$ cat config.mk
export PLATFORM = sky130hd
export DESIGN_NAME = req_arbiter_flat
export DESIGN_NICKNAME = d
export VERILOG_FILES = /design/src/rtl/req_arbiter_pkg.sv /design/src/rtl/req_arbiter_if.sv /design/src/rtl/req_arbiter_rr_prio_enc.sv /design/src/rtl/req_arbiter.sv /design/src/flat_wrapper.sv
export SDC_FILE = /design/constraint.sdc
export NUM_CORES = 1
export LEC_CHECK = 0
export CORE_UTILIZATION = 44
export DETAILED_ROUTE_END_ITERATION = 8
export GPL_TIMING_DRIVEN = 0
export PLACE_DENSITY = 0.68
export SETUP_SLACK_MARGIN = 0.15
export SLEW_MARGIN = 5
export SYNTH_ARGS = -nofsm -noshare
export SYNTH_HDL_FRONTEND = slang
export SYNTH_SLANG_ARGS = --single-unit
export TNS_END_PERCENT = 5
$ cat constraint.sdc
create_clock -name clk -period 2.45 [get_ports clk]
set_clock_uncertainty 0.15 [all_clocks]
set_input_delay 0.49 -clock clk [delete_from_list [all_inputs] [get_ports clk]]
set_output_delay 0.49 -clock clk [all_outputs]
set_load 0.02 [all_outputs]
$ cat src/rtl/req_arbiter_pkg.sv
// ---------------------------------------------------------------------------
// arb_pkg
// Shared types and helpers for the request arbiter slice.
//   - State encodings as plain localparams so older code that compares raw
//     2-bit values still lines up with the enum below.
//   - arb_state_t: the three arbiter FSM states.
//   - id_width(): index width needed to address n requesters (minimum 1).
// ---------------------------------------------------------------------------
package arb_pkg;

  localparam logic [1:0] ST_IDLE  = 2'd0;
  localparam logic [1:0] ST_GRANT = 2'd1;
  localparam logic [1:0] ST_GAP   = 2'd2;

  typedef enum logic [1:0] {
    IDLE  = ST_IDLE,
    GRANT = ST_GRANT,
    GAP   = ST_GAP
  } arb_state_t;

  // A single requester still needs a 1-bit index so gnt_id is never zero-width.
  function automatic int id_width(input int n);
    return (n <= 1) ? 1 : $clog2(n);
  endfunction

endpackage

$ cat src/rtl/req_arbiter_if.sv
// ---------------------------------------------------------------------------
// req_arbiter_if
// Bundles the requester-facing signals of req_arbiter.
//   req        requester -> arbiter  request vector, one bit per requester
//   done       requester -> arbiter  current owner has finished
//   gnt        arbiter -> requester  one-hot grant
//   gnt_id     arbiter -> requester  index of current owner (0 when idle)
//   gnt_valid  arbiter -> requester  a grant is active
//   timeout    arbiter -> requester  one-cycle pulse on forced release
// Modports:
//   master  the requester side (drives req/done)
//   slave   the arbiter side (drives the grant outputs)
// ---------------------------------------------------------------------------
interface req_arbiter_if #(
  parameter int N_REQ = 4,
  parameter int ID_W  = 2
) ();

  logic [N_REQ-1:0] req;
  logic             done;
  logic [N_REQ-1:0] gnt;
  logic [ID_W-1:0]  gnt_id;
  logic             gnt_valid;
  logic             timeout;

  modport master (
    output req,
    output done,
    input  gnt,
    input  gnt_id,
    input  gnt_valid,
    input  timeout
  );

  modport slave (
    input  req,
    input  done,
    output gnt,
    output gnt_id,
    output gnt_valid,
    output timeout
  );

endinterface

$ cat src/rtl/req_arbiter_rr_prio_enc.sv
// ---------------------------------------------------------------------------
// rr_prio_enc
// Combinational rotating-base priority encoder.
// Scans req starting at index base and wrapping modulo N_REQ; the first set
// bit wins.
//   req        in   N_REQ  request vector
//   base       in   ID_W   index that gets highest priority this cycle
//   win_id     out  ID_W   winning index (0 when nothing is requested)
//   win_valid  out  1      at least one request bit is set
// ---------------------------------------------------------------------------
module rr_prio_enc
  import arb_pkg::*;
#(
  parameter int N_REQ = 4,
  parameter int ID_W  = id_width(N_REQ)
) (
  input  logic [N_REQ-1:0] req,
  input  logic [ID_W-1:0]  base,
  output logic [ID_W-1:0]  win_id,
  output logic             win_valid
);

  logic [N_REQ-1:0] rotated;
  int               base_i;
  int               low_idx;

  // Rotate right by base so the base requester lands at position 0; this
  // lets a plain lowest-index-first encoder implement the rotating priority.
  always_comb begin
    rotated = '0;
    base_i  = int'(base);
    for (int i = 0; i < N_REQ; i++) begin
      rotated[i] = req[(i + base_i) % N_REQ];
    end
  end

  // Lowest-index-first encoder on the rotated vector, then undo the rotation
  // by adding base back modulo N_REQ.
  always_comb begin
    win_valid = 1'b0;
    low_idx   = 0;
    for (int i = N_REQ - 1; i >= 0; i--) begin
      if (rotated[i]) begin
        win_valid = 1'b1;
        low_idx   = i;
      end
    end
    win_id = win_valid ? ID_W'((low_idx + base_i) % N_REQ) : '0;
  end

endmodule

$ cat src/rtl/req_arbiter.sv
// ---------------------------------------------------------------------------
// req_arbiter
// Shares one downstream resource between N_REQ requesters. A winner is
// chosen in IDLE with a rotating-base priority encoder, holds a registered
// one-hot grant in GRANT until it signals done, drops its request, or runs
// into the MAX_HOLD limit, and is followed by one dead GAP cycle so two
// owners are never back to back.
// Parameters:
//   N_REQ     number of requesters (2..16)
//   ID_W      grant index width
//   MAX_HOLD  maximum grant length in cycles (>= 2)
//   RR_EN     1 = round-robin base pointer, 0 = fixed priority (req[0] first)
// Ports:
//   clk    in  rising-edge clock
//   rst_n  in  asynchronous active-low reset
//   bus    req_arbiter_if.slave: req/done in, gnt/gnt_id/gnt_valid/timeout out
// All outputs come straight from flops.
// ---------------------------------------------------------------------------
module req_arbiter
  import arb_pkg::*;
#(
  parameter int N_REQ    = 4,
  parameter int ID_W     = id_width(N_REQ),
  parameter int MAX_HOLD = 16,
  parameter int RR_EN    = 1
) (
  input  logic         clk,
  input  logic         rst_n,
  req_arbiter_if.slave bus
);

  localparam int HOLD_W = id_width(MAX_HOLD);
  localparam logic [HOLD_W-1:0] HOLD_LAST = HOLD_W'(MAX_HOLD - 1);

  arb_state_t        state;
  logic [N_REQ-1:0]  gnt_q;
  logic [ID_W-1:0]   gnt_id_q;
  logic              gnt_valid_q;
  logic              timeout_q;
  logic [HOLD_W-1:0] hold_cnt;
  logic [ID_W-1:0]   rr_ptr;

  logic [ID_W-1:0]   win_id;
  logic              win_valid;

  logic              owner_req;
  logic              at_limit;
  logic              release_now;
  logic              forced_release;
  logic [ID_W-1:0]   next_ptr;

  rr_prio_enc #(
    .N_REQ (N_REQ),
    .ID_W  (ID_W)
  ) u_enc (
    .req       (bus.req),
    .base      (rr_ptr),
    .win_id    (win_id),
    .win_valid (win_valid)
  );

  // Release conditions while granting. A forced release only counts as a
  // timeout when the owner neither finished nor walked away in that cycle.
  always_comb begin
    owner_req      = bus.req[gnt_id_q];
    at_limit       = (hold_cnt == HOLD_LAST);
    release_now    = bus.done || !owner_req || at_limit;
    forced_release = at_limit && !bus.done && owner_req;
    next_ptr       = '0;
    if (RR_EN != 0) begin
      next_ptr = ID_W'((int'(gnt_id_q) + 1) % N_REQ);
    end
  end

  // FSM plus output registers. timeout defaults low so it can only ever be
  // a single-cycle pulse on entry to GAP.
  always_ff @(posedge clk or negedge rst_n) begin
    if (!rst_n) begin
      state       <= IDLE;
      gnt_q       <= '0;
      gnt_id_q    <= '0;
      gnt_valid_q <= 1'b0;
      timeout_q   <= 1'b0;
      hold_cnt    <= '0;
      rr_ptr      <= '0;
    end else begin
      timeout_q <= 1'b0;
      case (state)
        IDLE: begin
          if (win_valid) begin
            state       <= GRANT;
            gnt_q       <= N_REQ'(1) << win_id;
            gnt_id_q    <= win_id;
            gnt_valid_q <= 1'b1;
            hold_cnt    <= '0;
          end
        end
        GRANT: begin
          if (release_now) begin
            state       <= GAP;
            gnt_q       <= '0;
            gnt_id_q    <= '0;
            gnt_valid_q <= 1'b0;
            timeout_q   <= forced_release;
            hold_cnt    <= '0;
            rr_ptr      <= next_ptr;
          end else begin
            hold_cnt <= hold_cnt + HOLD_W'(1);
          end
        end
        GAP: begin
          state <= IDLE;
        end
        default: begin
          state       <= IDLE;
          gnt_q       <= '0;
          gnt_id_q    <= '0;
          gnt_valid_q <= 1'b0;
        end
      endcase
    end
  end

  assign bus.gnt       = gnt_q;
  assign bus.gnt_id    = gnt_id_q;
  assign bus.gnt_valid = gnt_valid_q;
  assign bus.timeout   = timeout_q;

endmodule

$ cat src/flat_wrapper.sv
// flat-port wrapper written by rule: the top's interface ports become plain ports
module req_arbiter_flat import arb_pkg::*;
#(
  parameter int N_REQ    = 4,
  parameter int ID_W     = id_width(N_REQ),
  parameter int MAX_HOLD = 16,
  parameter int RR_EN    = 1
)
  (clk, rst_n, bus_req, bus_done, bus_gnt, bus_gnt_id, bus_gnt_valid, bus_timeout);
  req_arbiter_if #(.N_REQ(N_REQ), .ID_W(ID_W)) bus_i ();
  input  logic clk;
  input  logic rst_n;
  input wire logic [$bits(bus_i.req)-1:0] bus_req;
  input wire logic [$bits(bus_i.done)-1:0] bus_done;
  output wire logic [$bits(bus_i.gnt)-1:0] bus_gnt;
  output wire logic [$bits(bus_i.gnt_id)-1:0] bus_gnt_id;
  output wire logic [$bits(bus_i.gnt_valid)-1:0] bus_gnt_valid;
  output wire logic [$bits(bus_i.timeout)-1:0] bus_timeout;
  assign bus_i.req = bus_req;
  assign bus_i.done = bus_done;
  assign bus_gnt = bus_i.gnt;
  assign bus_gnt_id = bus_i.gnt_id;
  assign bus_gnt_valid = bus_i.gnt_valid;
  assign bus_timeout = bus_i.timeout;
  req_arbiter #(.N_REQ(N_REQ), .ID_W(ID_W), .MAX_HOLD(MAX_HOLD), .RR_EN(RR_EN)) u_core (.clk(clk), .rst_n(rst_n), .bus(bus_i));
endmodule
==> summary.md, run 1 <==
| Metric | Value |
|---|---|
| Status | `finished clean` |
| WL final | `2.46 mm` |
| Leakage | `0.550 nW` |
| Reg-to-reg startpoint | `u_core.rr_ptr[1]` |
| DRT Pass-1 Iters | `5` |
| Post-Syn Area | `1100 sq um` |
| Multi-input gate area | `702 sq um` |
| DP Worst Slack | `-0.549 ns` |
| Hold_buf cts | `0` |
| Final Slew Violations | `0` |
| Fill count | `182` |
| RSZ-0062 raised after global routing | `true` |
| GR Util met2 | `0.325` |
| Post-DP HPWL | `1.71 mm` |
| Vias post-DR | `944` |
| Hold Path Class | `reg2reg` |
| Post-layout util | `0.608` |
| Final hold violation count | `0` |
| WHS Path Cells | `2` |
| DRC errors left | `0` |
| DR vias/cell | `5.86` |
| R2r endpoint | `u_core.bus.gnt[3]` |
| Die width | `51.9 um` |
| Share of layout cells above drive strength 1 | `0.256` |
| Syn avg cell area | `9.46 sq um` |
| Initial DRC Count | `17` |
| Die height | `51.9 um` |
| CP max-delay cell | `nor4_2` |
| Vias in the first global route | `863` |
| WHS Endpoint | `u_core.bus.gnt_valid` |
| Routed wire length per instance | `15.3 um` |
| Critical path capture point type | `flop` |
| CP peak stage delay | `0.33 ns` |
| Worst-path clk slew | `0.09 ns` |
| Tot GR Track Use | `0.194` |
| Initial antenna violation count | `0` |
| Slew @ Worst Pin | `1.29 ns` |
| CP Class | `in2reg` |
| Num rows | `17` |
| Cell Pwr Density | `1160 nW/um^2` |
| Worst skew pair latency | `0.28 ns` |
| Design area | `1380 sq um` |
| First-pass GRT wire length | `3.90 mm` |
| Cts bufs inserted | `3` |
| Total grt overflow | `0` |
| Final setup fails | `0` |
| Total power | `1.61 mW` |
| Seq/Total Area, Yosys | `0.365` |
| Setup ws final | `0.180 ns` |
| CTS tree | `yes` |
| Critical path cell sequence | `clkdlybuf4s15_2 > inv_1 > o21ai_0 > a21oi_1 > o31a_1 > ha_4 > xnor2_2 > nor4_2 > nand3_1 > o211ai_2` |
| Clock Sinks | `16` |
| R2R setup slack | `0.21 ns` |
| Area Overhead vs Synth | `26.1%` |
| Final net count | `143` |
| DRT antenna net count | `0` |
| Core area | `2280 sq um` |
| Initial core utilization | `0.482` |
| Most used routing layer | `met2` |
| Clock buffer depth | `2` |
| Met3 GRT Util | `0.0263` |
| GPL Wtd Cong | `0.761` |
| Post-Place Cell Area | `1250 sq um` |
| Critical path arrival | `2.33 ns` |
| Hold Crit Start | `u_core.bus.gnt_valid` |
| Number of H-tree levels | `1` |
| Synthesized Nets | `125` |
| Worst path required time | `2.51 ns` |
| Root buffer cell | `clkbuf_4` |
| Maximum vdd drop | `0.723 mV` |
| Reg area | `400 sq um` |
| Synth Register Bits | `16` |
| Grt met1 use | `0.248` |
| Distinct cell type count after synthesis | `43` |
| Max-Cap Viols | `0` |
| Syn Inst Count | `116` |
| Smallest hold slack | `0.383 ns` |
| CP Max Fanout | `8` |
| Post-layout min period | `2.27 ns` |
| Die area | `2700 sq um` |
| Reg2Reg Depth | `10` |
| Top Ports | `15` |
| Port bufs | `12` |
| Crit start category | `input port` |
| Ys Warns | `0` |
| N_diodes | `0` |
| Fmax | `440 MHz` |
| Fin crit share | `0.927` |
| Rel. slew slack | `0.135` |
| Largest net degree at the start of global routing | `17` |
Yosys cell counts, drive strengths merged:
| cell | n | area (sq um) |
|---|---|---|
| a21o | 1 | 7.51 |
| a21oi | 5 | 32.5 |
| a2bb2oi | 1 | 8.76 |
| a31oi | 3 | 33.8 |
| a32o | 1 | 10.0 |
| a32oi | 1 | 16.3 |
| and4 | 1 | 8.76 |
| buf | 3 | 23.8 |
| dfrtp | 16 | 400 |
| ha | 2 | 25.0 |
| inv | 14 | 52.6 |
| mux2 | 2 | 22.5 |
| mux2i | 3 | 30.0 |
| nand2 | 7 | 26.3 |
| nand2b | 1 | 13.8 |
| nand3 | 6 | 30.0 |
| nand3b | 1 | 7.51 |
| nor2 | 3 | 11.3 |
| nor2b | 1 | 6.26 |
| nor3 | 2 | 10.0 |
| nor3b | 3 | 22.5 |
| nor4 | 5 | 31.3 |
| o211ai | 6 | 65.1 |
| o21a | 1 | 7.51 |
| o21ai | 11 | 58.8 |
| o22ai | 3 | 32.5 |
| o31a | 1 | 8.76 |
| o32ai | 1 | 8.76 |
| or2 | 3 | 18.8 |
| or2b | 1 | 7.51 |
| or3 | 2 | 12.5 |
| or3b | 1 | 8.76 |
| or4 | 1 | 11.3 |
| xnor2 | 2 | 17.5 |
| xor2 | 1 | 8.76 |
sequential cells by signal (all words and copies together), names as in the netlist:
signal and flops:
u_core.bus.gnt 4, u_core.bus.gnt_id 2, u_core.bus.gnt_valid 1, u_core.bus.timeout 1, u_core.hold_cnt 4, u_core.rr_ptr 2
u_core.state 2
per-stage QoR:
step	TNS [ns]	std cells
3_3_place_gp	-2.21	156
4_1_cts	0	160
5_1_grt	0	161
6_report	0	161
3_5_place_dp	-2.47	156
2_1_floorplan	0	116
cell usage in the layout, fill, tap and decap left out, types with 2 or more instances in the layout:
master and instances:
a31oi_1 2, inv_1 14, nand3_1 6, mux2i_1 3, mux2_2 2, o22ai_1 2
buf_6 2, dfrtp_1 16, a21oi_2 2, nor2_1 3, clkbuf_4 3, or2_2 3
o21ai_0 5, buf_4 2, clkdlybuf4s50_1 10, o211ai_1 2, o211ai_2 4, nor4_2 2
nand2_1 7, nor4_4 2, a21oi_1 3, nor3_1 2, or3_1 2, o21ai_1 5
nor3b_1 3
worst max path at each step:
| stage | start | endpoint | slack (ns) | depth (start not counted) |
|---|---|---|---|---|
| after floorplan | bus_req[3] | u_core.bus.gnt[0] | 0.25 | 8 |
| after global placement | bus_req[0] | u_core.bus.gnt[1] | -0.50 | 10 |
| after detailed placement | bus_req[0] | u_core.bus.gnt[1] | -0.55 | 10 |
| after CTS | u_core.rr_ptr[1] | u_core.bus.gnt[0] | 0.11 | 9 |
| after global routing | bus_req[0] | u_core.bus.gnt[1] | 0.11 | 10 |
| final | bus_req[0] | u_core.bus.gnt[3] | 0.18 | 10 |
kinds of logic (layout without fill, tap and decap cells):
logic type | after synthesis | in the layout | synth area share
and+or+nand+nor | 38 | 38 | 0.206
muxes | 5 | 5 | 0.0479
AOI/OAI and AO/OA | 35 | 35 | 0.265
xor gates and xnor gates | 3 | 3 | 0.0239
buffers and inverters | 17 | 34 | 0.0696
adders and majority gates | 2 | 2 | 0.0228
DFF | 16 | 16 | 0.365
worst max-delay path: cells and delay by family:
| family | cells | cell delay, ns |
|---|---|---|
| fa+ha+maj | 1 | 0.20 |
| xor+xnor | 1 | 0.17 |
| simple gates | 2 | 0.46 |
| buf+inv | 2 | 0.35 |
| compound gates | 4 | 0.66 |
power by group:
| part | internal [mW] | switching [mW] | total, mW |
|---|---|---|---|
| logic | 0.449 | 0.533 | 0.982 |
| clock network | 0.0904 | 0.0834 | 0.174 |
| registers | 0.349 | 0.101 | 0.450 |
| total | 0.889 | 0.717 | 1.61 |
area by class of cell:
cell class	count	area share
flip-flops and latches	16	0.289
repair buffers	13	0.0922
plain buffers	3	0.0217
inverters	14	0.0380
multi-input cells	83	0.507
well taps	28	0.0253
clock buffers	4	0.0262
per-layer routing:
layer,wire [um],part of all wire
met1,1080,0.44
met2,1280,0.52
met3,52,0.021
met4,38,0.015
met5,0,0
repair_timing:
item | 4_1_cts | 5_1_grt
pin swaps | 0 | 2
buffers inserted | 0 | 1
cloned | 0 | 0
resized for setup | 6 | 13
setup endpoints to repair | 5 | 5
No activity file was read; power rests on OpenSTA's default activity.
==> run 2: changes to the inputs <==
- TNS_END_PERCENT: 5 -> 30
==> results of run 2 <==
No change in the layout: final DEF, timing and power equal those of run 1.
